`src/rtl/idma_obi_burst_read.sv`:
```
`default_nettype none
//----------------------------------------------------------------------------
// idma_obi_burst_read: multi-beat OBI read manager with credit-reserved
// response FIFO and per-descriptor completion.  Revision 1.0
//----------------------------------------------------------------------------
module idma_obi_burst_read #(
  parameter int unsigned DataWidth      = 32,
  parameter int unsigned AddrWidth      = 32,
  parameter int unsigned LenWidth       = 16,
  parameter int unsigned MaxOutstanding = 4
) (
  input  logic                              clk_i,
  input  logic                              rst_ni,
  input  logic [AddrWidth-1:0]              desc_addr_i,
  input  logic [LenWidth-1:0]               desc_len_i,
  input  logic                              desc_valid_i,
  output logic                              desc_ready_o,
  output logic                              obi_req_o,
  input  logic                              obi_gnt_i,
  output logic [AddrWidth-1:0]              obi_addr_o,
  output logic                              obi_we_o,
  output logic [DataWidth/8-1:0]            obi_be_o,
  input  logic                              obi_rvalid_i,
  input  logic [DataWidth-1:0]              obi_rdata_i,
  input  logic                              obi_err_i,
  output logic [DataWidth-1:0]              data_o,
  output logic                              data_err_o,
  output logic                              data_last_o,
  output logic                              data_valid_o,
  input  logic                              data_ready_i,
  output logic                              done_valid_o,
  input  logic                              done_ready_i,
  output logic                              done_err_o,
  output logic                              busy_o,
  output logic [$clog2(MaxOutstanding+1)-1:0] inflight_o
);

  localparam int unsigned StrbWidth = DataWidth / 8;
  localparam int unsigned CntWidth  = $clog2(MaxOutstanding + 1);
  localparam int unsigned PtrWidth  = (MaxOutstanding > 1) ? $clog2(MaxOutstanding) : 1;

  localparam logic [AddrWidth-1:0] AlignMask   = ~AddrWidth'(StrbWidth - 1);
  localparam logic [AddrWidth-1:0] AddrStep    = AddrWidth'(StrbWidth);
  localparam logic [LenWidth:0]    OneBeat     = (LenWidth+1)'(1);
  localparam logic [CntWidth:0]    CreditLimit = (CntWidth+1)'(MaxOutstanding);
  localparam logic [PtrWidth-1:0]  LastSlot    = PtrWidth'(MaxOutstanding - 1);
  localparam logic [CntWidth-1:0]  CntOne      = CntWidth'(1);

  typedef enum logic [1:0] {
    IDLE  = 2'd0,
    ISSUE = 2'd1,
    DRAIN = 2'd2,
    DONE  = 2'd3
  } state_e;

  state_e               state;
  logic [AddrWidth-1:0] addr_q;
  logic [LenWidth:0]    issue_cnt;
  logic [LenWidth:0]    pop_cnt;
  logic                 req_q;
  logic                 ready_q;
  logic                 done_q;
  logic                 err_acc;
  logic                 stale_ok;

  logic [CntWidth-1:0]  inflight;
  logic [CntWidth-1:0]  fifo_cnt;
  logic [PtrWidth-1:0]  wr_ptr;
  logic [PtrWidth-1:0]  rd_ptr;
  logic [DataWidth:0]   fifo_mem [MaxOutstanding];

  logic                 gnt;
  logic                 rsp_accept;
  logic                 pop;
  logic                 desc_hs;
  logic [CntWidth-1:0]  inflight_nxt;
  logic [CntWidth-1:0]  fifo_cnt_nxt;
  logic                 credit_nxt;
  logic [LenWidth:0]    issue_cnt_nxt;

  assign gnt           = req_q & obi_gnt_i;
  // Responses with nothing outstanding (e.g. stragglers from before a reset) are dropped.
  assign rsp_accept    = obi_rvalid_i & (inflight != '0);
  assign pop           = data_valid_o & data_ready_i;
  assign desc_hs       = ready_q & desc_valid_i;
  assign issue_cnt_nxt = issue_cnt - {{LenWidth{1'b0}}, gnt};

  always_comb begin
    inflight_nxt = inflight;
    if (gnt && !rsp_accept) begin
      inflight_nxt = inflight + CntOne;
    end else if (!gnt && rsp_accept) begin
      inflight_nxt = inflight - CntOne;
    end
    fifo_cnt_nxt = fifo_cnt;
    if (rsp_accept && !pop) begin
      fifo_cnt_nxt = fifo_cnt + CntOne;
    end else if (!rsp_accept && pop) begin
      fifo_cnt_nxt = fifo_cnt - CntOne;
    end
  end

  // Credit looks at next-cycle occupancy so back-to-back grants keep req high.
  assign credit_nxt = ({1'b0, inflight_nxt} + {1'b0, fifo_cnt_nxt}) < CreditLimit;

  always_ff @(posedge clk_i) begin
    if (!rst_ni) begin
      inflight <= '0;
      fifo_cnt <= '0;
      wr_ptr   <= '0;
      rd_ptr   <= '0;
    end else begin
      inflight <= inflight_nxt;
      fifo_cnt <= fifo_cnt_nxt;
      if (rsp_accept) begin
        wr_ptr <= (wr_ptr == LastSlot) ? '0 : wr_ptr + PtrWidth'(1);
      end
      if (pop) begin
        rd_ptr <= (rd_ptr == LastSlot) ? '0 : rd_ptr + PtrWidth'(1);
      end
    end
  end

  always_ff @(posedge clk_i) begin
    if (rsp_accept) begin
      fifo_mem[wr_ptr] <= {obi_err_i, obi_rdata_i};
    end
  end

  always_ff @(posedge clk_i) begin
    if (!rst_ni) begin
      state     <= IDLE;
      addr_q    <= '0;
      issue_cnt <= '0;
      pop_cnt   <= '0;
      req_q     <= 1'b0;
      ready_q   <= 1'b0;
      done_q    <= 1'b0;
      err_acc   <= 1'b0;
      stale_ok  <= 1'b1;
    end else begin
      if (pop) begin
        pop_cnt <= pop_cnt - OneBeat;
        err_acc <= err_acc | data_err_o;
      end
      case (state)
        IDLE: begin
          ready_q <= 1'b1;
          if (desc_hs) begin
            ready_q   <= 1'b0;
            stale_ok  <= 1'b0;
            addr_q    <= desc_addr_i & AlignMask;
            issue_cnt <= {1'b0, desc_len_i} + OneBeat;
            pop_cnt   <= {1'b0, desc_len_i} + OneBeat;
            err_acc   <= 1'b0;
            req_q     <= credit_nxt;
            state     <= ISSUE;
          end
        end
        ISSUE: begin
          if (gnt) begin
            addr_q    <= addr_q + AddrStep;
            issue_cnt <= issue_cnt_nxt;
          end
          // A raised request is held until granted, without re-checking credit.
          if (req_q && !obi_gnt_i) begin
            req_q <= 1'b1;
          end else begin
            req_q <= (issue_cnt_nxt != '0) && credit_nxt;
          end
          if (gnt && issue_cnt == OneBeat) begin
            state <= DRAIN;
          end
        end
        DRAIN: begin
          if (pop && pop_cnt == OneBeat) begin
            done_q <= 1'b1;
            state  <= DONE;
          end
        end
        DONE: begin
          if (done_ready_i) begin
            done_q  <= 1'b0;
            ready_q <= 1'b1;
            state   <= IDLE;
          end
        end
        default: state <= IDLE;
      endcase
    end
  end

  always_ff @(posedge clk_i) begin
    if (rst_ni && obi_rvalid_i && inflight == '0) begin
      assert (stale_ok);
    end
  end

  assign desc_ready_o = ready_q;
  assign obi_req_o    = req_q;
  assign obi_addr_o   = addr_q;
  assign obi_we_o     = 1'b0;
  assign obi_be_o     = '1;
  assign data_valid_o = (fifo_cnt != '0);
  assign data_o       = fifo_mem[rd_ptr][DataWidth-1:0];
  assign data_err_o   = fifo_mem[rd_ptr][DataWidth];
  assign data_last_o  = (pop_cnt == OneBeat);
  assign done_valid_o = done_q;
  assign done_err_o   = err_acc;
  assign busy_o       = (state != IDLE) || (fifo_cnt != '0);
  assign inflight_o   = inflight;

endmodule
`default_nettype wire
```
`config.mk`:
```
export PLATFORM = sky130hd
export DESIGN_NAME = idma_obi_burst_read
export DESIGN_NICKNAME = d
export VERILOG_FILES = /design/src/rtl/idma_obi_burst_read.sv
export SDC_FILE = /design/constraint.sdc
export NUM_CORES = 1
export LEC_CHECK = 0
export BUFFER_PORTS_ARGS = -buffer_cell sky130_fd_sc_hd__buf_4
export CAP_MARGIN = 20
export CORE_AREA = 4 4 175 177
export CTS_BUF_LIST = sky130_fd_sc_hd__clkbuf_16
export DETAILED_ROUTE_END_ITERATION = 6
export DIE_AREA = 0 0 179 181
export SLEW_MARGIN = 20
export SYNTH_ARGS = -nofsm -noshare
export SYNTH_HDL_FRONTEND = slang
export SYNTH_SLANG_ARGS = --single-unit
export TNS_END_PERCENT = 30
```
`constraint.sdc`:
```
create_clock -name clk_i -period 3.5 [get_ports clk_i]
set_input_delay 0.35 -clock clk_i [delete_from_list [all_inputs] [get_ports clk_i]]
set_output_delay 0.35 -clock clk_i [all_outputs]
set_load 0.01 [all_outputs]
```
[Yosys cells after proc, flatten, opt, wreduce, memory -nomap -nowiden]
Memories as Yosys holds them, arrays and structs flattened. A register that Yosys moved wholly into a read port is not among the register bits.
Cells that the tools add are included.
W data, S select, Z words.
Operators by class
  add/subtract/negate cells: 11
  multiply operators: 0
  div/mod/pow operators: 0
  $lt $le $gt $ge: 1
  equal/unequal tests: 12
  shift operators: 0
  multiplexer cells: 36
  bitwise logic cells: 5
  reductions and logical operators: 26
Operator list (number)
  $mux W17: 5
  $mux W32: 2
  $pmux W32 S2: 1
  $eq A17 B1 Y1 const B: 2
  $pmux W17 S2: 1
  $add A32 B3 Y32 const B: 1
  $add A16 B1 Y17 const B: 1
  $reduce_bool A17 Y1: 1
  $sub A17 B1 Y17: 1
  $sub A17 B1 Y17 const B: 1
  $mux W2: 8
  $mux W3: 4
  $mux W1: 11
  $ne A2 B2 Y1 const B: 5
  $eq A2 B2 Y1 const B: 4
  $logic_and A1 B1 Y1: 8
  $pmux W2 S4: 1
  $reduce_bool A2 Y1: 4
  $add A3 B1 Y3 const B: 2
  $pmux W1 S2: 3
  $reduce_and A3 Y1: 2
  $reduce_bool A3 Y1: 2
  $sub A3 B1 Y3 const B: 2
  $add A2 B1 Y2 const B: 2
  other kinds (10): 17
Word-level totals
  register bits after elaboration: 82
  bits in latches: 0
  RAM bits: 132
  bits in read-only memories: 0
  input bits: 88
  output and inout bits: 80
  logic and storage cells: 104
  memories kept: 1
Memories
  fifo_mem: depth 4, bits a word 33, read ports 1, clocked after Yosys merged registers in 1, write ports 1, line 70  | logic [DataWidth:0] fifo_mem [MaxOutstanding];

[Depth between registers and ports, before layout]
Gate-level depths: netlist of the first run.
  depth in word-level cells: 11
  mapped depth: 14

[Worst setup path after synthesis of the first run]
Ideal clock, no wire load.
  kind: register to register
  start point: reg inflight[0] (netlist: inflight_o[0])
  end point: mem fifo_mem[3][0] in the netlist's numbering, enable pin
  setup time: 393 ps
  arrival: 2253 ps
  path slack: 854 ps
  cell stages (with the launch flop): 7
  buffers on the path: 1
  clock period less this slack: 2646 ps
  path through: dfxtp_1 inv_1 ha_1 ha_1 nor2b_1 clkbuf_1 and2_1
Between the ends
  word-level cells in the longest chain between the ends: 4
Ends and longest elaborated chain
  from (decl): line 66  | logic [CntWidth-1:0] inflight;
  from (signal assigned): line 113  | inflight <= inflight_nxt;
  $reduce_bool A3 Y1: line 83  | assign rsp_accept = obi_rvalid_i & (inflight != '0);
  $and A1 B1 Y1: line 83
  $mux W1: line 125  | if (rsp_accept) begin
  $mux W1 (not written as such): line 126  | fifo_mem[wr_ptr] <= {obi_err_i, obi_rdata_i};
  to (decl): line 70
No other way between the ends.

[Final worst setup path of the first run]
  start point: reg req_q (netlist: obi_req_o)
  end point: reg req_q (netlist: obi_req_o)
Between the ends
  word-level cells in the longest chain between the ends: 10
  elaborated cells between the ends (all ways): 15
  classes of those cells: add/sub: 2; order compare: 1; mux: 5; bitwise: 1; reduce/logical: 6
Ends and longest elaborated chain
  from (decl): line 60  | logic req_q;
  from (signal assigned): line 156  | req_q <= credit_nxt;
  from (signal assigned): line 169  | req_q <= (issue_cnt_nxt != '0) && credit_nxt;
  $and A1 B1 Y1: line 81  | assign gnt = req_q & obi_gnt_i;
  $logic_not A1 Y1: line 92  | end else if (!gnt && rsp_accept) begin
  $logic_and A1 B1 Y1: line 92
  $mux W3: line 92
  $mux W3: line 90  | if (gnt && !rsp_accept) begin
  $add A3 B3 Y4: line 104  | assign credit_nxt = ({1'b0, inflight_nxt} + {1'b0, fifo_cnt_nxt}) < CreditLimit;
  $lt A4 B3 Y1: line 104
  $logic_and A1 B1 Y1: line 169
  $mux W1: line 166  | if (req_q && !obi_gnt_i) begin
  $pmux W1 S2 (*): line 146  | case (state)
Every way passes the cells marked *; elsewhere a longest branch is shown, timed or not. The select of a mux whose other input is x is not followed.
A chain may end at the register's enable or synchronous reset.

==> results of run 1 <==
cells in the final DEF (no fill, tap or decap), drive strengths merged, types with 5 or more instances in the layout:
cell    netlist  routed
nor3b         5       5
a211oi       23      23
xnor2        22      22
o21ai        37      37
xor2         17      17
nor4         17      17
nand3        19      19
nand2        77      77
edfxtp      132     132
or2           5       5
or3          10      10
nor2         76      76
ha           23      23
o22ai        13      13
nor2b         6       6
clkinv        0      14
a21oi        58      58
mux2i         5       5
mux4         33      33
a31oi         9       9
nand4        15      15
a22oi         8       8
inv          24      26
buf          19     178
and2         16      16
clkbuf       42      24
nand2b        7       7
dfxtp        82      82
o221a         9       9
and3          9       9
conb          2       7
nor3         19      19
area by class of cell:
| type | count | area (µm²) |
|---|---|---|
| Timing Repair Buffer | 178 | 1340 |
| Inverter | 24 | 90.1 |
| Multi-Input combinational cell | 593 | 4150 |
| Sequential cell | 214 | 5610 |
| Fill cell | 2774 | 16800 |
| Clock buffer | 24 | 601 |
| Clock inverter | 20 | 141 |
| Tap cell | 390 | 488 |
report_power, final:
part	internal, W	switching [W]
combinational	0.00155	0.00182
clock	0.00133	0.00101
sequential	0.00318	0.000423
total	0.00606	0.00325
kinds of logic (layout without fill, tap and decap cells):
family	count (synthesis)	count (layout)	synth area share [%]
fa+ha+maj	24	24	2.95
mux	38	38	7.87
buf+inv	85	246	3.51
xor+xnor	39	39	3.39
flops	214	214	55.6
simple gates	296	296	14.5
compound gates	189	189	12.1
other cells	2	7	0.0745
metal layers:
| metal | vias to the layer above | GRT usage, % | routed length, µm |
|---|---|---|---|
| li1 | 3620 | - | - |
| met1 | 3578 | 19.9 | 10900 |
| met2 | 246 | 23.0 | 11300 |
| met3 | 38 | 3.22 | 1750 |
| met4 | 0 | 3.38 | 486 |
| met5 | - | 0 | 0 |
synthesized netlist by cell type, types with 17 or more instances:
cell type,count,area share [%]
a21oi_1,58,2.9
mux4_2,33,7.4
ha_1,23,2.9
nand3_1,19,0.94
dfxtp_1,82,16
nand2_1,77,2.9
xor2_1,17,1.5
nor2_1,76,2.8
o21ai_0,37,1.8
edfxtp_1,132,39
clkbuf_1,42,1.6
inv_1,24,0.89
xnor2_1,22,1.9
a211oi_1,23,1.7
nor3_1,19,0.94
metrics by stage:
stage | instances | hold WS (ns) | utilization, % | worst slack [ns] | total power [W]
final | 1443 | 0.0300 | 42.4 | 0.691 | 0.00931
after global routing | 1443 | 0.0120 | 42.4 | 0.436 | 0.00993
after CTS | 1443 | 0.00796 | 42.4 | 0.728 | 0.00942
after detailed placement | 1399 | 0.474 | 39.9 | 0.642 | 0.00704
after global placement | 1399 | 0.456 | 39.9 | 0.623 | 0.00701
after floorplan | 892 | 0.440 | - | 0.854 | 0.00577
worst max path at each step:
| stage | startpoint | endpoint | cells past startpoint |
|---|---|---|---|
| 4_1_cts | obi_req_o | issue_cnt[14] | 9 |
| 6_report | obi_req_o | obi_req_o | 9 |
| 5_1_grt | obi_req_o | obi_req_o | 10 |
| 2_1_floorplan | inflight_o[0] | fifo_mem[3][0] | 6 |
| 3_3_place_gp | obi_gnt_i | obi_req_o | 11 |
| 3_5_place_dp | obi_gnt_i | issue_cnt[14] | 10 |
state kept, by name (all words and copies together) (netlist names), named ones only:
signal / flops
pop_cnt: 17
inflight_o: 3
fifo_cnt: 3
desc_ready_o: 1
obi_req_o: 1
wr_ptr: 2
state: 2
obi_addr_o: 30
fifo_mem: 132
done_err_o: 1
issue_cnt: 17
done_valid_o: 1
rd_ptr: 2
==> flow_metrics.py, run 1 <==
metrics = {
    "floorplan": {
        "die-area_mm2": 0.0324,
        "dieWidth_um": 179,
        "initial_utilization_pct": 34.5,
        "coreArea_mm2": 0.0292,
        "io_pins": 168,
        "rows": 63,
        "die_y_um": 181,
    },
    "global_route": {
        "grt_pass1_vias": 7139,
        "overflow": 0,
        "antenna_found_initial": 0,
        "grt_max_degree": 52,
        "grt.total_usage_pct": 14.4,
        "grt_pass1_wl_um": 37800,
    },
    "clock_tree": {
        "h-tree-depth": 1,
        "clk_pin_slew_ns": 0.06,
        "cts_tree": "yes",
        "cts_setup_buffers": 0,
        "cts_resized": 0,
        "postCtsHoldBufs": 0,
        "numCtsBuffers": 24,
        "root_buffer": "clkbuf_16",
        "clock-sinks": 214,
        "clock_latency_ns": 0.52,
        "cts_buffer_depth": 3,
    },
    "setup_path": {
        "arrival_ns": 3.17,
        "setup.worst_path.end_class": "flip-flop",
        "cpMaxStageDelayCell": "or3b_1",
        "crit_family": "simple AND/OR/NAND/NOR gates",
        "crit_required_ns": 3.86,
        "rr_worst_depth": 9,
        "path_cells": "nand2_1, inv_1, ha_1, ha_1, or3b_1, nor4_1, xor2_1, nor4_1, a211oi_1",
        "path_max_fanout": 8,
        "start_kind": "flip-flop",
        "crit_type": "flip-flop to flip-flop",
        "critPathBufInv": 1,
        "cp_slowest_stage_delay_ns": 0.49,
        "r2r-start": "obi_req_o",
        "r2r_end": "obi_req_o",
        "r2r_slack_ns": 0.69,
    },
    "power_and_ir_drop": {
        "power_density_mw_per_mm2": 750,
        "peakVddDrop_mv": 0.357,
        "total_leakage_power_nw": 4.47,
    },
    "route": {
        "avgViaCountPerCell": 5.19,
        "postRouteWirelength_um": 24500,
        "drtIter0Drc": 552,
        "antenna_left": 0,
        "drc": 0,
        "avgRoutedWirePerCell_um": 17.0,
        "num_vias": 7482,
        "drt_pass1_iterations": 5,
    },
    "placed_design": {
        "place_area_mm2": 0.0117,
        "port_buffers": 158,
        "place_congestion": 0.858,
        "dp_hpwl_um": 16500,
    },
    "timing": {
        "hold_viol_final": 0,
        "slew_headroom_pct": 49.9,
        "fmax_mhz": 356,
        "finalMaxSlewViolations": 0,
        "skew_ns": 0.0135,
        "setup_tns_ns": 0,
        "setup_viol": 0,
        "fin_crit_ns": 2.81,
        "finalCritPeriodShare_pct": 80.3,
        "tightest_slew_ns": 0.746,
        "rsz0062_at_grt": "no",
    },
    "cells_and_area": {
        "layout-drive-gt1-share_pct": 25.5,
        "antenna_cells": 0,
        "fin_nets": 1146,
        "area_growth_pct": 23.1,
        "fin_area_mm2": 0.0124,
    },
    "outcome": {
        "status": "finished clean",
    },
    "logic_synthesis": {
        "synth_edf_count": 132,
        "netlist_instances": 887,
        "avgSynthCellArea_um2": 11.4,
        "syn-cell-area_mm2": 0.0101,
        "synth_flop_cell": "edfxtp_1",
        "yosysSeqAreaShare_pct": 55.6,
        "ys_types": 58,
        "ys_ff_latch": 214,
        "async_flop_share_pct": 0,
        "yosysWarningCount": 0,
    },
    "worst_hold_path": {
        "hold_path_depth": 1,
        "hp-class": "input port to flip-flop",
        "hold_start": "obi_rdata_i[13]",
        "hold_end": "fifo_mem[2][13]",
    },
    "run": {
        "maxCapViolations": 0,
    },
}
No activity file was read; power rests on OpenSTA's default activity.
==> run 2: changes to the inputs <==
==> constraint.sdc (replaced) <==
create_clock -name clk_i -period 2.3 [get_ports clk_i]
set_input_delay 0.23 -clock clk_i [delete_from_list [all_inputs] [get_ports clk_i]]
set_output_delay 0.23 -clock clk_i [all_outputs]
set_load 0.01 [all_outputs]
==> run 2 against run 1 <==
  * Fmax is 25% higher
  * Final area is 10% higher
  * Register-to-register slack lost 0.64 ns
  * Sequential share of layout area shrank 4.1 points
  * Utilization increased by 4.2 points
  * Sequential power increased by 49%
  * Wire length increased by 8.7%
  * Worst hold slack got worse by 0.010 ns
  * Critical path type unchanged
  * Largest power group is now combinational cells
==> flow_metrics.py, run 2 (synthesized netlist as in run 1, its figures left out) <==
metrics = {
    "timing": {
        "tightest_slew_ns": 0.506,
        "slew_headroom_pct": 66.1,
        "rsz0062_at_grt": "yes",
        "skew_ns": 0.0129,
        "fin_crit_ns": 2.25,
        "finalCritPeriodShare_pct": 97.7,
        "fmax_mhz": 445,
        "finalMaxSlewViolations": 0,
        "whs_ns": 0.0196,
        "setup_viol": 0,
        "hold_viol_final": 0,
    },
    "cells_and_area": {
        "final_cell_mix": "buf_4 (235), edfxtp_1 (132), dfxtp_1 (77)",
        "fin_nets": 1249,
        "largest_register_ffs": 132,
        "regMostFlops": "fifo_mem",
        "area_growth_pct": 35.4,
        "layout_commonest_cell": "buf_4",
        "final_core_util_pct": 46.7,
        "layout-drive-gt1-share_pct": 32.6,
    },
    "clock_tree": {
        "root_buffer": "clkbuf_16",
        "cts_buffer_depth": 3,
        "clock-sinks": 214,
        "numCtsBuffers": 25,
        "h-tree-depth": 1,
        "clock_latency_ns": 0.53,
        "cts_tree": "yes",
        "clk_pin_slew_ns": 0.07,
    },
    "route": {
        "postRouteWirelength_um": 26600,
        "avgViaCountPerCell": 5.12,
        "drc": 0,
        "num_vias": 7929,
        "drtIter0Drc": 438,
        "drt_pass1_iterations": 5,
        "avgRoutedWirePerCell_um": 17.2,
        "antenna_left": 0,
    },
    "worst_hold_path": {
        "hp-class": "input port to flip-flop",
        "hold_path_depth": 3,
    },
    "power_and_ir_drop": {
        "power_density_mw_per_mm2": 1140,
        "p_int_w": 0.0102,
        "sw_frac_of_total_pct": 34.3,
        "comb_power_share_pct": 41.5,
        "peakVddDrop_mv": 0.568,
        "p_clk_share_pct": 23.9,
        "seqPwrFrac_pct": 34.5,
        "p_sw_w": 0.00532,
        "total_leakage_power_nw": 5.08,
    },
    "setup_path": {
        "setup.worst_path.end_class": "flip-flop",
        "start_kind": "flip-flop",
        "cpMaxStageDelayCell": "dfxtp_2",
        "path_cells": "inv_2, ha_4, ha_4, nor2b_4, buf_6, and3_4, a31oi_4, xnor2_2, ha_1, nor4_2, a21oi_1, a211oi_1",
        "cp_slowest_stage_delay_ns": 0.33,
        "path_max_fanout": 5,
        "rr_worst_depth": 12,
        "critPathMostFrequentCell": "ha_4",
        "crit_required_ns": 2.75,
        "crit_type": "flip-flop to flip-flop",
        "arrival_ns": 2.69,
    },
    "floorplan": {
        "coreArea_mm2": 0.0292,
        "die-area_mm2": 0.0324,
        "io_pins": 168,
        "die_y_um": 181,
        "initial_utilization_pct": 34.5,
        "dieWidth_um": 179,
        "rows": 63,
    },
    "placed_design": {
        "place_congestion": 0.842,
        "dp_hpwl_um": 18300,
        "port_buffers": 158,
    },
    "global_route": {
        "overflow": 0,
        "antenna_found_initial": 1,
        "grt_pass1_wl_um": 41300,
        "grt.total_usage_pct": 15.8,
        "grt_max_degree": 40,
        "grt_pass1_vias": 7797,
    },
    "outcome": {
        "status": "finished clean",
    },
    "run": {
        "maxCapViolations": 0,
    },
}
run 2: changes by cell type in the layout (fill, tap and decap cells not counted), moves of 3 or more:
cell / change
nor4_1: -4
dfxtp_1: -4
clkinv_2: -3
buf_12: +7
o21ai_0: -3
and2_2: +5
ha_1: -6
ha_4: +5
dfxtp_2: +4
inv_2: +3
dlygate4sd3_1: +35
and2_1: -5
buf_4: +57
run 2: path summary, 6_finish.rpt:
kind	from	end	slack, ns
min	desc_addr_i[10]	obi_addr_o[10]	0.02
max	inflight_o[0]	obi_req_o	0.05
max reg2reg	inflight_o[0]	obi_req_o	0.05
min reg2reg	issue_cnt[0]	issue_cnt[0]	0.47
run 2: through the flow:
step / setup WS (ns) / instance area [µm²] / instances / total power [W] / TNS (ns)
6_report: 0.0524 / 13600 / 1548 / 0.0155 / 0
5_1_grt: -0.0773 / 13600 / 1548 / 0.0165 / -0.107
4_1_cts: 0.00188 / 13500 / 1545 / 0.0153 / 0
3_5_place_dp: -0.101 / 12300 / 1463 / 0.0113 / -0.109
3_3_place_gp: -0.0264 / 12300 / 1463 / 0.0112 / -0.0264
2_1_floorplan: -0.177 / 10100 / 892 / 0.00879 / -0.576
run 2: repair_timing:
| action | CTS | global route |
|---|---|---|
| gates resized for setup | 19 | 36 |
| pin swaps | 6 | 18 |
| hold buffers | 35 | 0 |
| endpoints found under the hold margin | 134 | 0 |
| setup buffers | 0 | 2 |
| endpoints found under the setup margin | 5 | 11 |
| gates cloned | 1 | 0 |
run 2: cell type report:
| class | count | area [µm²] |
|---|---|---|
| fill | 2719 | 15600 |
| clock inverter | 20 | 135 |
| tap | 390 | 488 |
| inverter | 24 | 90.1 |
| sequential | 214 | 5610 |
| antenna | 1 | 2.50 |
| timing repair buffer | 280 | 2280 |
| clock buffer | 26 | 651 |
| multi-input combinational | 593 | 4390 |
run 2: metal layers:
layer  global-route usage [%]  wire length (µm)  part of all wire, %
met5                        0                 0                    0
met3                     2.57              1610                  6.0
met4                     5.00               773                  2.9
met2                     25.3             12500                   47
met1                     21.8             11700                   44
run 2: worst max-delay path: cells and delay by family, from the launching register on:
kind,cells,cell delay [ns]
fa+ha+maj,3,0.60
simple gates,3,0.60
flops,1,0.33
compound gates,3,0.31
buf+inv,2,0.17
xor+xnor,1,0.15
run 2: power groups by stage:
stage                     clock (W)  combinational (W)  sequential [W]
after detailed placement          0            0.00590         0.00540
after CTS                   0.00382            0.00616         0.00534
after global routing        0.00398            0.00710         0.00544
final                       0.00371            0.00644         0.00536
after global placement            0            0.00586         0.00539
after floorplan                   0            0.00338         0.00541
==> run 3: changes to the inputs <==
--- a/config.mk
+++ b/config.mk
@@ -11,6 +11,7 @@
 export CTS_BUF_LIST = sky130_fd_sc_hd__clkbuf_16
 export DETAILED_ROUTE_END_ITERATION = 6
 export DIE_AREA = 0 0 179 181
+export SETUP_SLACK_MARGIN = 0.3
 export SLEW_MARGIN = 20
 export SYNTH_ARGS = -nofsm -noshare
 export SYNTH_HDL_FRONTEND = slang
==> run 3 against run 2 <==
  * Global-route usage grew 0.52 points
  * Sequential cell count did not move
  * Utilization grew 2.2 points
  * Fmax grew 1.1%
  * Combinational power rose by 14%
  * Register-to-register slack better by 0.02 ns
  * Clock skew is 0.0039 ns higher
  * Non-clock buffer count is 14 higher
  * Worst hold slack improved by 0.0066 ns
  * Power increased by 5.7%
  * Wire length up 6.4%
  * Clock power shrank 4%
  * Largest power group unchanged
==> flow_metrics.py, run 3 (synthesized netlist as in run 1, its figures left out) <==
metrics = {
    "cells_and_area": {
        "antenna_cells": 0,
        "final_cell_mix": "buf_4 (194), edfxtp_1 (132), nand2_1 (73), nor2_1 (73), dfxtp_1 (62)",
        "layout-drive-gt1-share_pct": 36.8,
        "seq_area_mm2": 0.00564,
        "layout_commonest_cell": "buf_4",
        "multiInputGateArea_mm2": 0.00459,
        "regMostFlops": "fifo_mem",
        "fillerInstances": 2597,
        "fin_nets": 1261,
        "largest_register_ffs": 132,
        "area_growth_pct": 41.9,
    },
    "clock_tree": {
        "h-tree-depth": 1,
        "clock-sinks": 214,
        "cts_tree": "yes",
        "clock_latency_ns": 0.52,
        "cts_buffer_depth": 3,
        "numCtsBuffers": 23,
        "root_buffer": "clkbuf_16",
        "clk_pin_slew_ns": 0.06,
    },
    "route": {
        "drtIter0Drc": 575,
        "drt_pass1_iterations": 5,
        "num_vias": 8119,
        "postRouteWirelength_um": 28300,
        "drc": 0,
        "avgViaCountPerCell": 5.21,
        "antenna_left": 0,
        "avgRoutedWirePerCell_um": 18.2,
    },
    "timing": {
        "skew_ns": 0.0168,
        "whs_ns": 0.0262,
        "setup_viol": 0,
        "hold_viol_final": 0,
        "finalCritPeriodShare_pct": 96.6,
        "tightest_slew_ns": 0.534,
        "slew_headroom_pct": 64.2,
        "fmax_mhz": 450,
        "fin_crit_ns": 2.22,
        "finalMaxSlewViolations": 0,
        "rsz0062_at_grt": "yes",
        "setup_tns_ns": 0,
    },
    "setup_path": {
        "setup.worst_path.end_class": "flip-flop",
        "crit_type": "flip-flop to flip-flop",
        "arrival_ns": 2.66,
        "crit_required_ns": 2.74,
        "cpMaxStageDelayCell": "or4b_2",
        "path_max_fanout": 5,
        "path_cells": "nand2_2, inv_2, ha_4, or4b_2, nand2_1, nor3b_1, o32ai_1, nor4_1, a211oi_1",
        "start_kind": "flip-flop",
        "cp_slowest_stage_delay_ns": 0.67,
    },
    "global_route": {
        "grt_pass1_wl_um": 42400,
        "grt_pass1_vias": 7698,
        "overflow": 0,
        "grt.total_usage_pct": 16.3,
        "grt_max_degree": 50,
        "antenna_found_initial": 0,
    },
    "floorplan": {
        "die-area_mm2": 0.0324,
        "die_y_um": 181,
        "initial_utilization_pct": 34.5,
        "rows": 63,
        "dieWidth_um": 179,
        "coreArea_mm2": 0.0292,
        "io_pins": 168,
    },
    "power_and_ir_drop": {
        "power_density_mw_per_mm2": 1150,
        "total_leakage_power_nw": 5.32,
        "peakVddDrop_mv": 0.548,
    },
    "outcome": {
        "status": "finished clean",
    },
    "placed_design": {
        "place_congestion": 0.836,
        "dp_hpwl_um": 18100,
        "port_buffers": 158,
    },
    "worst_hold_path": {
        "hp-class": "input port to flip-flop",
    },
    "run": {
        "maxCapViolations": 0,
    },
}
==> run 3: critical path, delay by kind of cell (launching register included) <==
family                   cells  cell delay [ns]
AO/OA/AOI/OAI                2             0.56
AND/OR/NAND/NOR              5             1.03
buffers and inverters        1             0.07
flip-flops                   1             0.33
adder cells (fa/ha/maj)      1             0.15
==> run 3: per-layer routing <==
metal | track usage [%] | part of all wire, % | vias up
li1 | - | - | 3860
met1 | 22.6 | 43 | 3936
met2 | 26.3 | 48 | 283
met3 | 3.22 | 7.1 | 40
met4 | 3.84 | 1.9 | 0
met5 | 0 | 0 | -
==> run 3: path summary, 6_finish.rpt <==
kind	start	end	slack, ns	cells past startpoint
worst max-delay path	obi_req_o	obi_req_o	0.08	9
worst min-delay path	desc_addr_i[2]	obi_addr_o[2]	0.03	3
worst max register to register	obi_req_o	obi_req_o	0.08	9
worst min register to register	done_err_o	done_err_o	0.47	2
==> run 3: metrics by stage <==
| stage | setup WS, ns | util (%) | total power [W] | instance area, µm² | instances |
|---|---|---|---|---|---|
| after floorplan | 0.0285 | - | 0.00889 | 10200 | 892 |
| after detailed placement | -0.124 | 41.8 | 0.0113 | 12200 | 1448 |
| after CTS | 0.0265 | 47.0 | 0.0158 | 13700 | 1542 |
| after global routing | -0.00965 | 48.9 | 0.0174 | 14300 | 1557 |
| after global placement | -0.0485 | 41.8 | 0.0113 | 12200 | 1448 |
| final | 0.0771 | 48.9 | 0.0164 | 14300 | 1557 |
==> run 3: where the power goes <==
group / internal, W / switching, W
Clock: 0.00205 / 0.00151
Sequential: 0.00486 / 0.000615
Combinational: 0.00384 / 0.00352
Total: 0.0108 / 0.00564
==> run 3: area by class of cell <==
cell class | instances | area share, %
Inverter | 24 | 0.630
Timing Repair Buffer | 294 | 19.5
Tap cell | 390 | 3.41
Clock inverter | 19 | 1.03
Multi-Input combinational cell | 593 | 32.1
Clock buffer | 23 | 4.02
Sequential cell | 214 | 39.4
==> run 3: repair_timing <==
| item | 4_1_cts | 5_1_grt |
|---|---|---|
| gates cloned | 5 | 3 |
| gates resized for setup | 52 | 102 |
| pin swaps | 22 | 33 |
| endpoints found under the setup margin | 67 | 90 |
| buffers inserted | 10 | 12 |
| hold buffers | 37 | 0 |
| endpoints found under the hold margin | 136 | 0 |
